`config.mk`:
```
export PLATFORM = sky130hd
export DESIGN_NAME = program_loader_flat
export DESIGN_NICKNAME = d
export VERILOG_FILES = /design/src/rtl/loader_pkg.sv /design/src/rtl/program_loader_if.sv /design/src/rtl/program_loader_word_assembler.sv /design/src/rtl/program_loader.sv /design/src/flat_wrapper.sv
export SDC_FILE = /design/constraint.sdc
export NUM_CORES = 1
export LEC_CHECK = 0
export ABC_CLOCK_PERIOD_IN_PS = 4250
export BUFFER_PORTS_ARGS = -buffer_cell sky130_fd_sc_hd__buf_2
export CORE_MARGIN = 5
export CORE_UTILIZATION = 50
export DETAILED_ROUTE_END_ITERATION = 16
export GPL_TIMING_DRIVEN = 0
export PLACE_DENSITY = 0.74
export RECOVER_POWER = 25
export SLEW_MARGIN = 20
export SYNTH_ARGS = -nofsm -noshare
export SYNTH_HDL_FRONTEND = slang
export SYNTH_SLANG_ARGS = --single-unit
```
`constraint.sdc`:
```
create_clock -name clk -period 4.25 [get_ports clk]
set_input_delay 0.2125 -clock clk [delete_from_list [all_inputs] [get_ports clk]]
set_output_delay 0.2125 -clock clk [all_outputs]
set_load 0.01 [all_outputs]
```
`src/rtl/loader_pkg.sv`:
```
// loader_pkg: shared state encoding and constants for the program loader.
package loader_pkg;
  typedef enum logic [2:0] {S_IDLE, S_LEN, S_DATA, S_CSUM, S_DONE} state_t;
  localparam logic [7:0] LOADER_HEADER = 8'hA5;
  localparam int LANE_W = 2;
endpackage

```
`src/rtl/program_loader_if.sv`:
```
// program_loader_if: host byte stream plus program-memory write port.
interface program_loader_if #(parameter int ADDR_W = 32);
  logic in_valid;
  logic [7:0] in_data;
  logic in_ready;
  logic mem_we;
  logic [ADDR_W-1:0] mem_addr;
  logic [31:0] mem_wdata;
  modport master(output in_valid, in_data, input in_ready, mem_we, mem_addr, mem_wdata);
  modport slave(input in_valid, in_data, output in_ready, mem_we, mem_addr, mem_wdata);
endinterface

```
`src/rtl/program_loader_word_assembler.sv`:
```
// word_assembler: collects little-endian bytes into 32-bit words.
module word_assembler
  import loader_pkg::*;
(
  input  logic        clk,
  input  logic        rst_n,
  input  logic        clr,
  input  logic        en,
  input  logic [7:0]  din,
  output logic        word_valid,
  output logic [31:0] word
);
  logic [LANE_W-1:0] byte_cnt;
  logic [2:0][7:0] lanes;
  // The top lane is never stored: the 4th byte completes the word combinationally.
  assign word_valid = en && (&byte_cnt);
  assign word = {din, lanes[2], lanes[1], lanes[0]};
  always_ff @(posedge clk or negedge rst_n) begin
    if (!rst_n) begin
      byte_cnt <= '0;
      lanes <= '0;
    end else if (clr) begin
      byte_cnt <= '0;
    end else if (en) begin
      byte_cnt <= byte_cnt + 1'b1;
      for (int i = 0; i < 3; i++)
        if (byte_cnt == LANE_W'(i)) lanes[i] <= din;
    end
  end
endmodule

```
`src/rtl/program_loader.sv`:
```
// program_loader: framed byte stream to instruction memory, holds core until a good checksum.
module program_loader
  import loader_pkg::*;
#(
  parameter int MAX_WORDS = 64,
  parameter int ADDR_W = 32
) (
  input  logic             clk,
  input  logic             rst_n,
  program_loader_if.slave  bus,
  output logic             core_hold,
  output logic             done,
  output logic             error
);
  localparam logic [8:0] MAX_N = 9'(MAX_WORDS);
  state_t state;
  logic accept, word_valid;
  logic [31:0] word;
  logic [7:0] n_words, word_cnt, csum;
  assign accept = bus.in_valid && bus.in_ready;
  word_assembler u_asm (
    .clk,
    .rst_n,
    .clr(state == S_LEN),
    .en(accept && state == S_DATA),
    .din(bus.in_data),
    .word_valid,
    .word
  );
  always_ff @(posedge clk or negedge rst_n) begin
    if (!rst_n) begin
      state <= S_IDLE;
      bus.in_ready <= 1'b0;
      bus.mem_we <= 1'b0;
      bus.mem_addr <= '0;
      bus.mem_wdata <= '0;
      core_hold <= 1'b1;
      done <= 1'b0;
      error <= 1'b0;
      n_words <= '0;
      word_cnt <= '0;
      csum <= '0;
    end else begin
      bus.in_ready <= 1'b1;
      bus.mem_we <= 1'b0;
      error <= 1'b0;
      if (accept) begin
        case (state)
          S_IDLE: state <= bus.in_data == LOADER_HEADER ? S_LEN : S_IDLE;
          S_LEN: begin
            if (bus.in_data == 8'd0 || {1'b0, bus.in_data} > MAX_N) begin
              error <= 1'b1;
              state <= S_IDLE;
            end else begin
              n_words <= bus.in_data;
              word_cnt <= '0;
              csum <= '0;
              state <= S_DATA;
            end
          end
          S_DATA: begin
            csum <= csum ^ bus.in_data;
            if (word_valid) begin
              bus.mem_we <= 1'b1;
              bus.mem_addr <= ADDR_W'({word_cnt, 2'b00});
              bus.mem_wdata <= word;
              word_cnt <= word_cnt + 8'd1;
              if (word_cnt == n_words - 8'd1) state <= S_CSUM;
            end
          end
          S_CSUM: begin
            if (bus.in_data == csum) begin
              done <= 1'b1;
              core_hold <= 1'b0;
              state <= S_DONE;
            end else begin
              error <= 1'b1;
              state <= S_IDLE;
            end
          end
          S_DONE: begin
            if (bus.in_data == LOADER_HEADER) begin
              done <= 1'b0;
              core_hold <= 1'b1;
              state <= S_LEN;
            end
          end
          default: state <= S_IDLE;
        endcase
      end
    end
  end
endmodule

```
`src/flat_wrapper.sv`:
```
// flat-port wrapper written by rule: the top's interface ports become plain ports
module program_loader_flat import loader_pkg::*;
#(
  parameter int MAX_WORDS = 64,
  parameter int ADDR_W = 32
)
  (clk, rst_n, core_hold, done, error, bus_in_valid, bus_in_data, bus_in_ready, bus_mem_we, bus_mem_addr, bus_mem_wdata);
  program_loader_if #(.ADDR_W(ADDR_W)) bus_i ();
  input  logic clk;
  input  logic rst_n;
  output logic core_hold;
  output logic done;
  output logic error;
  input wire logic [$bits(bus_i.in_valid)-1:0] bus_in_valid;
  input wire logic [$bits(bus_i.in_data)-1:0] bus_in_data;
  output wire logic [$bits(bus_i.in_ready)-1:0] bus_in_ready;
  output wire logic [$bits(bus_i.mem_we)-1:0] bus_mem_we;
  output wire logic [$bits(bus_i.mem_addr)-1:0] bus_mem_addr;
  output wire logic [$bits(bus_i.mem_wdata)-1:0] bus_mem_wdata;
  assign bus_i.in_valid = bus_in_valid;
  assign bus_i.in_data = bus_in_data;
  assign bus_in_ready = bus_i.in_ready;
  assign bus_mem_we = bus_i.mem_we;
  assign bus_mem_addr = bus_i.mem_addr;
  assign bus_mem_wdata = bus_i.mem_wdata;
  program_loader #(.MAX_WORDS(MAX_WORDS), .ADDR_W(ADDR_W)) u_core (.clk(clk), .rst_n(rst_n), .bus(bus_i), .core_hold(core_hold), .done(done), .error(error));
endmodule
```
==> metrics.cfg <==
[global_routing]
grt_max_degree = 51
grt_usage_pct = 17.6
grt_antenna_before_repair = 0
grt_pass1_wl_um = 15900
grt_pass1_vias = 3212
overflow = 0

[floorplanning]
ios = 80
die-area_um2 = 11300
core_area_um2 = 9150
num_rows = 35
die_h_um = 106
initial_core_util_pct = 50.7
die_x_um = 106

[status]
status = completed

[setup_path]
worstRegToRegCells = 6
required_ps = 4500
critical_path_class = flop to flop
startpoint_type = flop
worstReg2RegEnd = u_core.word_cnt[1]
timing.rr.start = u_core.state[2]
r2r_slack_ps = 1890
startpoint = u_core.state[2]
end_kind = flop
arrival_ps = 2610
cp_max_fo = 10
crit_path_end = u_core.word_cnt[1]

[route]
wl_per_cell_um = 15.9
drt_iter0_drc = 155
drcViolationCount = 0
viasPerCell = 5.25
ant_nets = 0
drtPass1Iterations = 4
route.vias.total = 3116
finalWirelength_um = 9400

[timing]
slew_headroom_pct = 59.1
finalSetupTns_ps = 0
rsz0062_at_grt = false
finalCritPeriodShare_pct = 55.5
skew_ps = 7.45
period_needed_ps = 2360
slew_viol_final = 0
worstMarginPinSlew_ps = 608
max_freq_mhz = 424
final-setup-viol-count = 0
final_hold_viol_count = 0

[logic_synthesis]
async_reset_ff_share_pct = 100
synth_common_cells = dfrtp_1 (97), mux2_2 (65), buf_4 (25)
synth_area_leaders = dfrtp_1 (52%), mux2_2 (16%), buf_4 (4.0%), xnor2_1 (2.6%), xor2_1 (2.1%)
synth_area_um2 = 4640
ys_seq_elements = 98
yosysWarnings = 0
synthCells = 389
synthDistinctLibCells = 52
syn_avg_cell_area_um2 = 11.9
synth.most_common_cell = dfrtp_1
synth_ff_type = dfrtp_1
yosys.area.top_type = dfrtp_1
synth_top_area_share_pct = 52.3
seq_area_frac_synth_pct = 52.9
synth_edf_count = 0

[power_and_ir_drop]
sw_frac_of_total_pct = 23.3
combPwrFrac_pct = 5.0
power_mw = 1.64
p_leak_nw = 2.82
seqPwrFrac_pct = 57.0
intPower_mw = 1.26
p_switching_mw = 0.382
vdd_drop_max_mv = 0.184
clock_power_share_pct = 38.0
power_density_nw_per_um2 = 305

[placed_design]
post-dp-hpwl_um = 6660
port_buffers = 51
gp_congestion = 0.832

[clock_network]
clock-sinks = 98
clk_root_buffer_cell = clkbuf_8
path_clk_slew_ps = 100
numCtsBuffers = 9
clkLatencyLatePin_ps = 360
cts_tree = yes
htree_levels = 3
cts.path.max_buffers = 2

[layout]
syn2layout_area_growth_pct = 15.9
post-route-util_pct = 58.7
fill_cells = 748
drive_gt1_share_pct = 37.4
finish.net_count = 493

[hold_path]
hp-class = input pin to flop

[job]
maxCapViolCount = 0

## how the worst min path moves through the flow
stage / cells past startpoint / from / to
floorplan: 0 / rst_n / u_core.bus.in_ready
finish: 2 / bus_in_data[5] / u_core.n_words[5]
global placement: 2 / u_core.u_asm.word[6] / u_core.u_asm.word[6]
detailed placement: 1 / rst_n / u_core.n_words[7]
global route: 2 / bus_in_data[5] / u_core.u_asm.word[13]
CTS: 2 / bus_in_data[5] / u_core.n_words[5]
## final cells by class
class | count | area [um^2] | share of cell area [%]
tap | 111 | 139 | 2.58
clock buffer | 10 | 138 | 2.56
multi-input combinational | 259 | 1950 | 36.2
antenna | 1 | 2.50 | 0.0466
inverter | 9 | 33.8 | 0.629
timing repair buffer | 53 | 299 | 5.56
clock inverter | 6 | 71.3 | 1.33
buffer | 46 | 292 | 5.42
sequential | 98 | 2450 | 45.7
## layout by cell type, fill, tap and decap left out, types with 4 or more instances in the layout
cell type,count
a21oi_1,8
a31oi_1,6
buf_2,58
buf_4,25
clkbuf_1,11
clkbuf_8,10
conb_1,25
dfrtp_1,97
ha_1,6
inv_1,9
mux2_2,65
nand2_1,21
nand3_1,5
nand4_1,6
nor2_1,12
nor2b_1,5
nor3_1,7
nor4_1,7
o21ai_0,13
or3_1,4
xnor2_1,14
xor2_1,11
## metrics by stage
step	hold WS, ps	std cells	setup WS, ps	cell area, um^2
after floorplan	-83.1	412	2280	4720
after global placement	459	574	1980	5120
after detailed placement	186	575	1950	5150
after CTS	159	592	1910	5370
after global routing	165	592	1770	5370
final	171	593	1890	5370
## timing repair
action | CTS | global route
setup endpoints to repair | 0 | 0
gates resized for setup | 0 | 0
hold buffers | 1 | 0
buffers inserted | 0 | 0
endpoints found under the hold margin | 49 | 0
## state kept, by name, summed over array words and instances (netlist names), 2 cells and up
signal / cells
u_core.bus.mem_wdata: 32
u_core.u_asm.word: 24
u_core.bus.mem_addr: 8
u_core.csum: 8
u_core.n_words: 8
u_core.word_cnt: 8
u_core.state: 3
u_core.u_asm.byte_cnt: 2
## power groups by stage
stage               sequential (mW)  combinational, mW  clock [mW]
finish                        0.933             0.0822       0.623
global route                  0.933             0.0919       0.671
CTS                           0.933             0.0823       0.639
detailed placement            0.951             0.0815           0
global placement              0.951             0.0771           0
floorplan                     0.952             0.0440           0
## logic make-up after synthesis
kind of cell / share of synthesized area, %
XOR/XNOR: 4.72
buffers and inverters: 7.01
adder cells (fa/ha/maj): 1.83
other: 0.162
AND/OR/NAND/NOR: 10.3
multiplexers: 17.2
AO/OA/AOI/OAI: 5.91
flip-flops: 52.9
## layer usage
layer / wire (um) / global-route usage, %
met1: 4350 / 24.7
met2: 4380 / 27.6
met3: 536 / 3.83
met4: 127 / 5.27
met5: 0 / 0
## worst max-delay path, stage by stage (launching register included)
cell	delay, ps
dfrtp_1	460
or3b_1	380
clkbuf_1	190
nor2_2	460
clkbuf_1	400
o21ai_1	160
a22o_1	200
Power figures use the tool's default switching activity.
